File: src/rtl/riscv_pkg.sv
// ---------------------------------------------------------------------------
// riscv_pkg
// Shared definitions for the branch resolution logic:
//   - conditional-branch funct3 encodings (BEQ/BNE/BLT/BGE/BLTU/BGEU)
//   - the two-state resolver FSM encoding
//   - the reset value of every branch-history-table entry (weakly not-taken)
//   - the comparator-flag bit positions inside br_cond
// ---------------------------------------------------------------------------
package riscv_pkg;

  // Conditional branch funct3 encodings; 010 and 011 are reserved.
  localparam logic [2:0] F3_BEQ  = 3'b000;
  localparam logic [2:0] F3_BNE  = 3'b001;
  localparam logic [2:0] F3_BLT  = 3'b100;
  localparam logic [2:0] F3_BGE  = 3'b101;
  localparam logic [2:0] F3_BLTU = 3'b110;
  localparam logic [2:0] F3_BGEU = 3'b111;

  // Positions of the comparator flags inside br_cond = {eq, sgt, ugt}.
  localparam int COND_EQ  = 2;
  localparam int COND_SGT = 1;
  localparam int COND_UGT = 0;

  // Every BHT entry comes out of reset as weakly not-taken.
  localparam logic [1:0] BHT_RESET = 2'b01;

  // Resolver FSM: IDLE accepts branches, FLUSH holds the pipeline flush.
  typedef enum logic {
    IDLE  = 1'b0,
    FLUSH = 1'b1
  } br_state_e;

endpackage

File: src/rtl/branch_resolver_if.sv
// ---------------------------------------------------------------------------
// branch_resolver_if
// Bundle of every signal between the pipeline and the branch resolver.
//   Fetch side   : if_pc (in), pred_taken (out, combinational)
//   Resolve side : br_valid/br_ready handshake, br_funct3, br_cond,
//                  br_pc, br_target, br_pred
//   Results      : flush, redirect_pc, illegal, br_count, miss_count
// The master modport is the pipeline; the slave modport is the resolver.
// ---------------------------------------------------------------------------
interface branch_resolver_if;

  logic [31:0] if_pc;
  logic        pred_taken;

  logic        br_valid;
  logic        br_ready;
  logic [2:0]  br_funct3;
  logic [2:0]  br_cond;
  logic [31:0] br_pc;
  logic [31:0] br_target;
  logic        br_pred;

  logic        flush;
  logic [31:0] redirect_pc;
  logic        illegal;
  logic [15:0] br_count;
  logic [15:0] miss_count;

  // Pipeline side: presents PCs and branches, consumes predictions/results.
  modport master (
    output if_pc, br_valid, br_funct3, br_cond, br_pc, br_target, br_pred,
    input  pred_taken, br_ready, flush, redirect_pc, illegal,
           br_count, miss_count
  );

  // Resolver side.
  modport slave (
    input  if_pc, br_valid, br_funct3, br_cond, br_pc, br_target, br_pred,
    output pred_taken, br_ready, flush, redirect_pc, illegal,
           br_count, miss_count
  );

endinterface

File: src/rtl/sat_counter2.sv
// ---------------------------------------------------------------------------
// sat_counter2
// Next-value function of a 2-bit saturating counter (purely combinational).
//   cnt_i : current counter value
//   inc_i : 1 = count up (saturate at 11), 0 = count down (saturate at 00)
//   cnt_o : next counter value
// ---------------------------------------------------------------------------
module sat_counter2 (
  input  logic [1:0] cnt_i,
  input  logic       inc_i,
  output logic [1:0] cnt_o
);

  // Step one towards the requested direction, sticking at either end.
  always_comb begin
    cnt_o = cnt_i;
    if (inc_i) begin
      if (cnt_i != 2'b11) begin
        cnt_o = cnt_i + 2'd1;
      end
    end else begin
      if (cnt_i != 2'b00) begin
        cnt_o = cnt_i - 2'd1;
      end
    end
  end

endmodule

File: src/rtl/branch_resolver.sv
// ---------------------------------------------------------------------------
// branch_resolver
// Resolves conditional branches, trains a 2-bit branch history table and
// requests a pipeline flush on a mispredict.
//   CLK : clock, all state changes on the rising edge
//   RST : asynchronous active-high reset
//   bus : branch_resolver_if.slave
//         if_pc      -> pred_taken   (combinational BHT lookup)
//         br_valid / br_ready        (br_ready combinational, high in IDLE)
//         br_funct3, br_cond, br_pc, br_target, br_pred (branch to resolve)
//         flush, redirect_pc, illegal, br_count, miss_count (registered)
// Parameters:
//   BHT_BITS     : log2 of the number of BHT entries
//   FLUSH_CYCLES : number of cycles flush stays high after a mispredict (1..7)
// ---------------------------------------------------------------------------
module branch_resolver
  import riscv_pkg::*;
#(
  parameter int BHT_BITS     = 4,
  parameter int FLUSH_CYCLES = 2
) (
  input logic              CLK,
  input logic              RST,
  branch_resolver_if.slave bus
);

  localparam int         BHT_ENTRIES = 1 << BHT_BITS;
  localparam logic [2:0] FLUSH_INIT  = 3'(FLUSH_CYCLES - 1);

  // Branch history table: one 2-bit saturating counter per entry.
  logic [1:0]          bht_q [BHT_ENTRIES];

  logic [BHT_BITS-1:0] lookupIdx;
  logic [BHT_BITS-1:0] updateIdx;
  logic [1:0]          bhtCur;
  logic [1:0]          bhtNext;
  logic                bhtWe;

  br_state_e           state_q, state_d;
  logic [2:0]          flushCnt_q, flushCnt_d;
  logic                flush_q, flush_d;
  logic [31:0]         redirectPc_q, redirectPc_d;
  logic                illegal_q, illegal_d;
  logic [15:0]         brCount_q, brCount_d;
  logic [15:0]         missCount_q, missCount_d;

  logic                condEq, condSgt, condUgt;
  logic                taken;
  logic                illegalF3;
  logic                accept;
  logic                unusedIfPcBits;

  // Word-aligned PCs: the low two bits never select a BHT entry.
  assign lookupIdx = bus.if_pc[BHT_BITS+1:2];
  assign updateIdx = bus.br_pc[BHT_BITS+1:2];

  // The remaining fetch-PC bits play no part in the lookup.
  assign unusedIfPcBits = ^{bus.if_pc[31:BHT_BITS+2], bus.if_pc[1:0]};

  // Prediction reads the registered table, so a same-cycle update to the
  // same entry is not yet visible and the pre-update value is returned.
  assign bus.pred_taken = bht_q[lookupIdx][1];

  // Branches are only taken while no flush is in progress.
  assign bus.br_ready = (state_q == IDLE);
  assign accept       = bus.br_valid && bus.br_ready;

  assign condEq  = bus.br_cond[COND_EQ];
  assign condSgt = bus.br_cond[COND_SGT];
  assign condUgt = bus.br_cond[COND_UGT];

  // Outcome decode from the comparator flags; reserved funct3 values
  // resolve as not taken and are flagged illegal.
  always_comb begin
    taken     = 1'b0;
    illegalF3 = 1'b0;
    case (bus.br_funct3)
      F3_BEQ:  taken = condEq;
      F3_BNE:  taken = !condEq;
      F3_BLT:  taken = !condEq && !condSgt;
      F3_BGE:  taken = condEq || condSgt;
      F3_BLTU: taken = !condEq && !condUgt;
      F3_BGEU: taken = condEq || condUgt;
      default: illegalF3 = 1'b1;
    endcase
  end

  // Saturating update of the entry addressed by the resolving branch.
  assign bhtCur = bht_q[updateIdx];

  sat_counter2 u_sat (
    .cnt_i (bhtCur),
    .inc_i (taken),
    .cnt_o (bhtNext)
  );

  // Next-state logic: IDLE accepts branches and counts them; a legal
  // mispredict loads the redirect PC and enters FLUSH, where the flush
  // counter runs down to zero before returning to IDLE. Branches offered
  // during FLUSH are never accepted, so nothing below reacts to them.
  always_comb begin
    state_d      = state_q;
    flushCnt_d   = flushCnt_q;
    flush_d      = flush_q;
    redirectPc_d = redirectPc_q;
    illegal_d    = 1'b0;
    brCount_d    = brCount_q;
    missCount_d  = missCount_q;
    bhtWe        = 1'b0;

    case (state_q)
      IDLE: begin
        if (accept) begin
          brCount_d = brCount_q + 16'd1;
          if (illegalF3) begin
            illegal_d = 1'b1;
          end else begin
            bhtWe = 1'b1;
            if (taken != bus.br_pred) begin
              missCount_d  = missCount_q + 16'd1;
              state_d      = FLUSH;
              flush_d      = 1'b1;
              flushCnt_d   = FLUSH_INIT;
              redirectPc_d = taken ? bus.br_target : (bus.br_pc + 32'd4);
            end
          end
        end
      end

      FLUSH: begin
        if (flushCnt_q == 3'd0) begin
          state_d = IDLE;
          flush_d = 1'b0;
        end else begin
          flushCnt_d = flushCnt_q - 3'd1;
        end
      end
    endcase
  end

  // State and result registers; reset aborts any flush in progress.
  always_ff @(posedge CLK or posedge RST) begin
    if (RST) begin
      state_q      <= IDLE;
      flushCnt_q   <= 3'd0;
      flush_q      <= 1'b0;
      redirectPc_q <= 32'd0;
      illegal_q    <= 1'b0;
      brCount_q    <= 16'd0;
      missCount_q  <= 16'd0;
    end else begin
      state_q      <= state_d;
      flushCnt_q   <= flushCnt_d;
      flush_q      <= flush_d;
      redirectPc_q <= redirectPc_d;
      illegal_q    <= illegal_d;
      brCount_q    <= brCount_d;
      missCount_q  <= missCount_d;
    end
  end

  // BHT storage: all entries return to weakly not-taken on reset.
  always_ff @(posedge CLK or posedge RST) begin
    if (RST) begin
      for (int i = 0; i < BHT_ENTRIES; i++) begin
        bht_q[i] <= BHT_RESET;
      end
    end else if (bhtWe) begin
      bht_q[updateIdx] <= bhtNext;
    end
  end

  assign bus.flush       = flush_q;
  assign bus.redirect_pc = redirectPc_q;
  assign bus.illegal     = illegal_q;
  assign bus.br_count    = brCount_q;
  assign bus.miss_count  = missCount_q;

endmodule

File: src/flat_wrapper.sv
// flat-port wrapper written by rule: the top's interface ports become plain ports
module branch_resolver_flat import riscv_pkg::*;
#(
  parameter int BHT_BITS     = 4,
  parameter int FLUSH_CYCLES = 2
)
  (CLK, RST, bus_if_pc, bus_br_valid, bus_br_funct3, bus_br_cond, bus_br_pc, bus_br_target, bus_br_pred, bus_pred_taken, bus_br_ready, bus_flush, bus_redirect_pc, bus_illegal, bus_br_count, bus_miss_count);
  branch_resolver_if bus_i ();
  input logic CLK;
  input logic RST;
  input wire logic [$bits(bus_i.if_pc)-1:0] bus_if_pc;
  input wire logic [$bits(bus_i.br_valid)-1:0] bus_br_valid;
  input wire logic [$bits(bus_i.br_funct3)-1:0] bus_br_funct3;
  input wire logic [$bits(bus_i.br_cond)-1:0] bus_br_cond;
  input wire logic [$bits(bus_i.br_pc)-1:0] bus_br_pc;
  input wire logic [$bits(bus_i.br_target)-1:0] bus_br_target;
  input wire logic [$bits(bus_i.br_pred)-1:0] bus_br_pred;
  output wire logic [$bits(bus_i.pred_taken)-1:0] bus_pred_taken;
  output wire logic [$bits(bus_i.br_ready)-1:0] bus_br_ready;
  output wire logic [$bits(bus_i.flush)-1:0] bus_flush;
  output wire logic [$bits(bus_i.redirect_pc)-1:0] bus_redirect_pc;
  output wire logic [$bits(bus_i.illegal)-1:0] bus_illegal;
  output wire logic [$bits(bus_i.br_count)-1:0] bus_br_count;
  output wire logic [$bits(bus_i.miss_count)-1:0] bus_miss_count;
  assign bus_i.if_pc = bus_if_pc;
  assign bus_i.br_valid = bus_br_valid;
  assign bus_i.br_funct3 = bus_br_funct3;
  assign bus_i.br_cond = bus_br_cond;
  assign bus_i.br_pc = bus_br_pc;
  assign bus_i.br_target = bus_br_target;
  assign bus_i.br_pred = bus_br_pred;
  assign bus_pred_taken = bus_i.pred_taken;
  assign bus_br_ready = bus_i.br_ready;
  assign bus_flush = bus_i.flush;
  assign bus_redirect_pc = bus_i.redirect_pc;
  assign bus_illegal = bus_i.illegal;
  assign bus_br_count = bus_i.br_count;
  assign bus_miss_count = bus_i.miss_count;
  branch_resolver #(.BHT_BITS(BHT_BITS), .FLUSH_CYCLES(FLUSH_CYCLES)) u_core (.CLK(CLK), .RST(RST), .bus(bus_i));
endmodule
File: config.mk
export PLATFORM = sky130hd
export DESIGN_NAME = branch_resolver_flat
export DESIGN_NICKNAME = d
export VERILOG_FILES = /design/src/rtl/riscv_pkg.sv /design/src/rtl/branch_resolver_if.sv /design/src/rtl/sat_counter2.sv /design/src/rtl/branch_resolver.sv /design/src/flat_wrapper.sv
export SDC_FILE = /design/constraint.sdc
export NUM_CORES = 1
export LEC_CHECK = 0
export CORE_ASPECT_RATIO = 0.7
export CORE_MARGIN = 2
export CORE_UTILIZATION = 35
export DETAILED_ROUTE_END_ITERATION = 7
export DONT_BUFFER_PORTS = 1
export PLACE_DENSITY = 0.48
export SLEW_MARGIN = 20
export SYNTH_ARGS = -nofsm -noshare
export SYNTH_HDL_FRONTEND = slang
export SYNTH_SLANG_ARGS = --single-unit
File: constraint.sdc
create_clock -name CLK -period 3.9 [get_ports CLK]
set_clock_uncertainty 0.2 [all_clocks]
set_input_delay 0.78 -clock CLK [delete_from_list [all_inputs] [get_ports CLK]]
set_output_delay 0.78 -clock CLK [all_outputs]
set_load 0.1 [all_outputs]
==> impl_results.md <==
* Run status: finished, final reports clean
* CP most frequent cell: mux4_2
* Die H at 112 µm
* ANT cells at 0
* Final worst path period share at about three quarters
* Pwr per Cell Area at roughly 800 nW/µm²
* First-pass GRT wire length at approximately 24 mm
* Worst-path cell chain: mux4_2 > mux4_2
* Cells on worst reg2reg path at 4
* FMAX at 333 MHz
* Total GRT Usage at roughly 18%
* Final Max Tran Viols at 0
* Initial antenna violation count at 0
* DRC at 0
* Synth Net Count at between 600 and 700
* Post-CTS Setup Bufs at 0
* Int Pwr at 2.26 mW
* DRT antenna net count at 0
* CP Data Arrival Time at roughly 2.0 ns
* Switch Pwr at roughly 2.8 mW
* Max IR drop VDD at just under 600 µV
* Nets@finish at ~660
* Clk root buf: clkbuf_16
* Worst Setup Start Kind: primary input
* WHS at approximately 0.18 ns
* RR Endpoint: u_core.bus.miss_count[15]
* I/O pin count at approximately 170
* Ys async rst share at 100%
* Busiest grt layer: met1
* Seq/Total Area, Yosys at 44.2%
* Routed WL at 15.5 mm
* Row count at 39
* Final instance area at around 6500 µm²
* Switching Share at a little under three fifths
* Core Area at roughly 16000 µm²
* Largest net degree at the start of global routing at 55
* Cells after Synth at ~530
* Post-place setup slack at 0.683 ns
* Fin crit period at 3.00 ns
* Least-Margin Pin Slew at about 1.1 ns
* DIE AREA at around 18000 µm²
* Comb pwr share at approximately 25%
* Post-synth top area cell: dfrtp_1
* Synth area leaders: dfrtp_1 37%, mux2_2 10%, dfstp_2 7.2%
* #FFs+latches synth at 102
* Netlist cell types at 53
* Total of max-cap violations at 0
* CP Capture Type: primary output
* Worst path required time at slightly below 3 ns
* Initial core utilization at a little over a third
* Area grow syn2layout at 11.3%
* H-tree depth at 3
* CP max stage delay at ~0.75 ns
* Met3 Usage GRT at 5.76%
* Critical path startpoint: bus_if_pc[2]
* Post-synth EDFFs at 0
* Iter 0 DRT Violations at around 340
* Vias/cell at about 5.7
* Vias in the first global route at roughly 4300
* DIE WIDTH at 158 µm
* Layout fillers at 1599
* Worst-Skew Late Latency at 0.35 ns
* Final Hold Fails at 0
* Hold-fix buffers at CTS at 0
* Reg2reg setup slack at roughly 1.1 ns
* Clock edge transition at the registers on the reported setup and hold paths at ~0.07 ns
* Total stage count of the critical path at 2
* Tot Pwr at roughly 5 mW
* Grt total ovfl at 0
* Post-route insts no fill at 772
* RePlAce Congestion at a little over 0.8
* Slowest cell on crit path: mux4_2
* Placed Area at between 6000 and 7000 µm²
* Worst Setup EP: bus_pred_taken
* CTS tree: built
* Met2 track demand over resource at between 20% and 30%
* Mean area per synthesized cell at between 10 and 15 µm²
* CP bufs+invs at 0
* Clock share of power at 17.2%
* Final worst setup slack at around 0.90 ns
* DP Wirelength at 11.1 mm
* Leak Pwr at 2.64 nW
* Hold WC Path Type: primary input to asynchronous set/reset pin
* Area of the mapped netlist at 5820 µm²
* Setup CP Type: primary input to primary output
* Num CTS Buffers at 9
* Critical path peak fanout at 4
* I/O Buffers at 0
* RSZ-0062 raised after global routing: no
* Kind of cell adding the most delay to the critical path: multiplexers
* Relative slew slack at 26.6%
* Via count at ~4400
* Post-cts resize count at 0
* # clock sinks at approximately 100
* Maximum buffer depth of the clock tree at 2
* Final setup TNS at 0 ns
* DP Cell Count at between 700 and 800
* Wire per inst at about 20 µm
* Share of layout cells above drive strength 1 at 24.9%
* Crit Reg-Reg Startpoint: u_core.bus.miss_count[4]
* Post-synth top area share at 37.0%
* GR Util met1 at between 20% and 30%
* Setup Viol. Count Final at 0
* Final core utilization at roughly two fifths
* Synth Flop Type: dfrtp_1
* Synthesis Warnings at 0
* Sequential power share at between 50% and 60%
* Drt pass-1 iters at 5
registers in the layout (all words and copies together) (netlist names):
signal,count
u_core.bht_q,32
u_core.bus.redirect_pc,32
u_core.bus.br_count,16
u_core.bus.miss_count,16
u_core.flushCnt_q,3
u_core.bus.flush,1
u_core.bus.illegal,1
u_core.state_q,1
power by group through the flow:
stage	Combinational (mW)	Sequential [mW]	Clock, mW
after floorplan	0.663	3.27	0
after global placement	1.25	2.96	0
after detailed placement	1.28	2.96	0
after CTS	1.29	2.94	0.902
after global routing	1.39	2.98	0.939
final	1.28	2.94	0.874
logic make-up after synthesis:
group                    Yosys count  synth area share (%)
AND/OR/NAND/NOR                  177                  17.0
flip-flops                       102                  44.2
multiplexers                      82                  18.3
AO/OA/AOI/OAI                     77                  9.26
buffers and inverters             51                  3.85
XOR/XNOR                          35                  5.27
adder cells (fa/ha/maj)           10                  2.11
cell usage in the layout (no fill, tap or decap), drive strengths merged, types with 3 or more instances in the layout:
cell,Yosys,layout
buf,12,27
dfrtp,86,86
nor2,6,6
and3,13,13
or4,3,3
and2,5,5
mux4,13,13
nand3,33,33
o32ai,10,10
xnor2,24,24
a31oi,14,14
clkbuf,18,12
o41ai,5,5
nand4,16,16
nor4b,4,4
o31ai,5,5
ha,8,8
nand2b,3,3
inv,21,22
xor2,11,11
nand2,40,40
o21ai,22,22
nor2b,3,3
or2,3,3
mux2,67,67
dfstp,16,16
and4,5,5
o31a,9,9
nor4,10,10
nor3,19,19
or3,11,11
synthesized netlist by cell type (all sizes together), types with 13 or more instances:
| cell type | n |
|---|---|
| nand2 | 40 |
| xnor2 | 24 |
| nor3 | 19 |
| a31oi | 14 |
| mux2 | 67 |
| mux4 | 13 |
| dfrtp | 86 |
| and3 | 13 |
| inv | 21 |
| clkbuf | 18 |
| nand3 | 33 |
| nand4 | 16 |
| dfstp | 16 |
| o21ai | 22 |
worst register-to-register path, stage by stage (launching register included):
cell,delay [ns]
dfrtp_1,1.02
nand2_1,0.20
nor4_1,0.72
nor4b_1,0.44
xor2_1,0.12
metal layers:
metal	up-vias	routed length, µm
met5	-	0
li1	2023	-
met4	0	184
met3	17	1190
met1	2195	7350
met2	149	6730
cell type report:
class / count / area, µm² / area share [%]
Clock inverter: 4 / 30.0 / 0.464
Inverter: 21 / 81.3 / 1.26
Sequential cell: 102 / 2570 / 39.7
Tap cell: 225 / 282 / 4.35
Multi-Input combinational cell: 381 / 3030 / 46.8
Clock buffer: 12 / 246 / 3.81
Timing Repair Buffer: 27 / 231 / 3.57
how the worst min path moves through the flow:
stage                      from                      end  slack, ns  cells past startpoint
3_5_place_dp   u_core.bht_q[11]         u_core.bht_q[11]       0.31                      1
4_1_cts                     RST  u_core.bus.br_count[10]       0.20                      1
6_report                    RST  u_core.bus.br_count[10]       0.18                      1
5_1_grt                     RST  u_core.bus.br_count[10]       0.22                      1
2_1_floorplan    u_core.state_q         u_core.bus.flush       0.27                      1
3_3_place_gp   u_core.bht_q[11]         u_core.bht_q[11]       0.30                      1
Note: power is estimated with default switching activity, not from simulation.
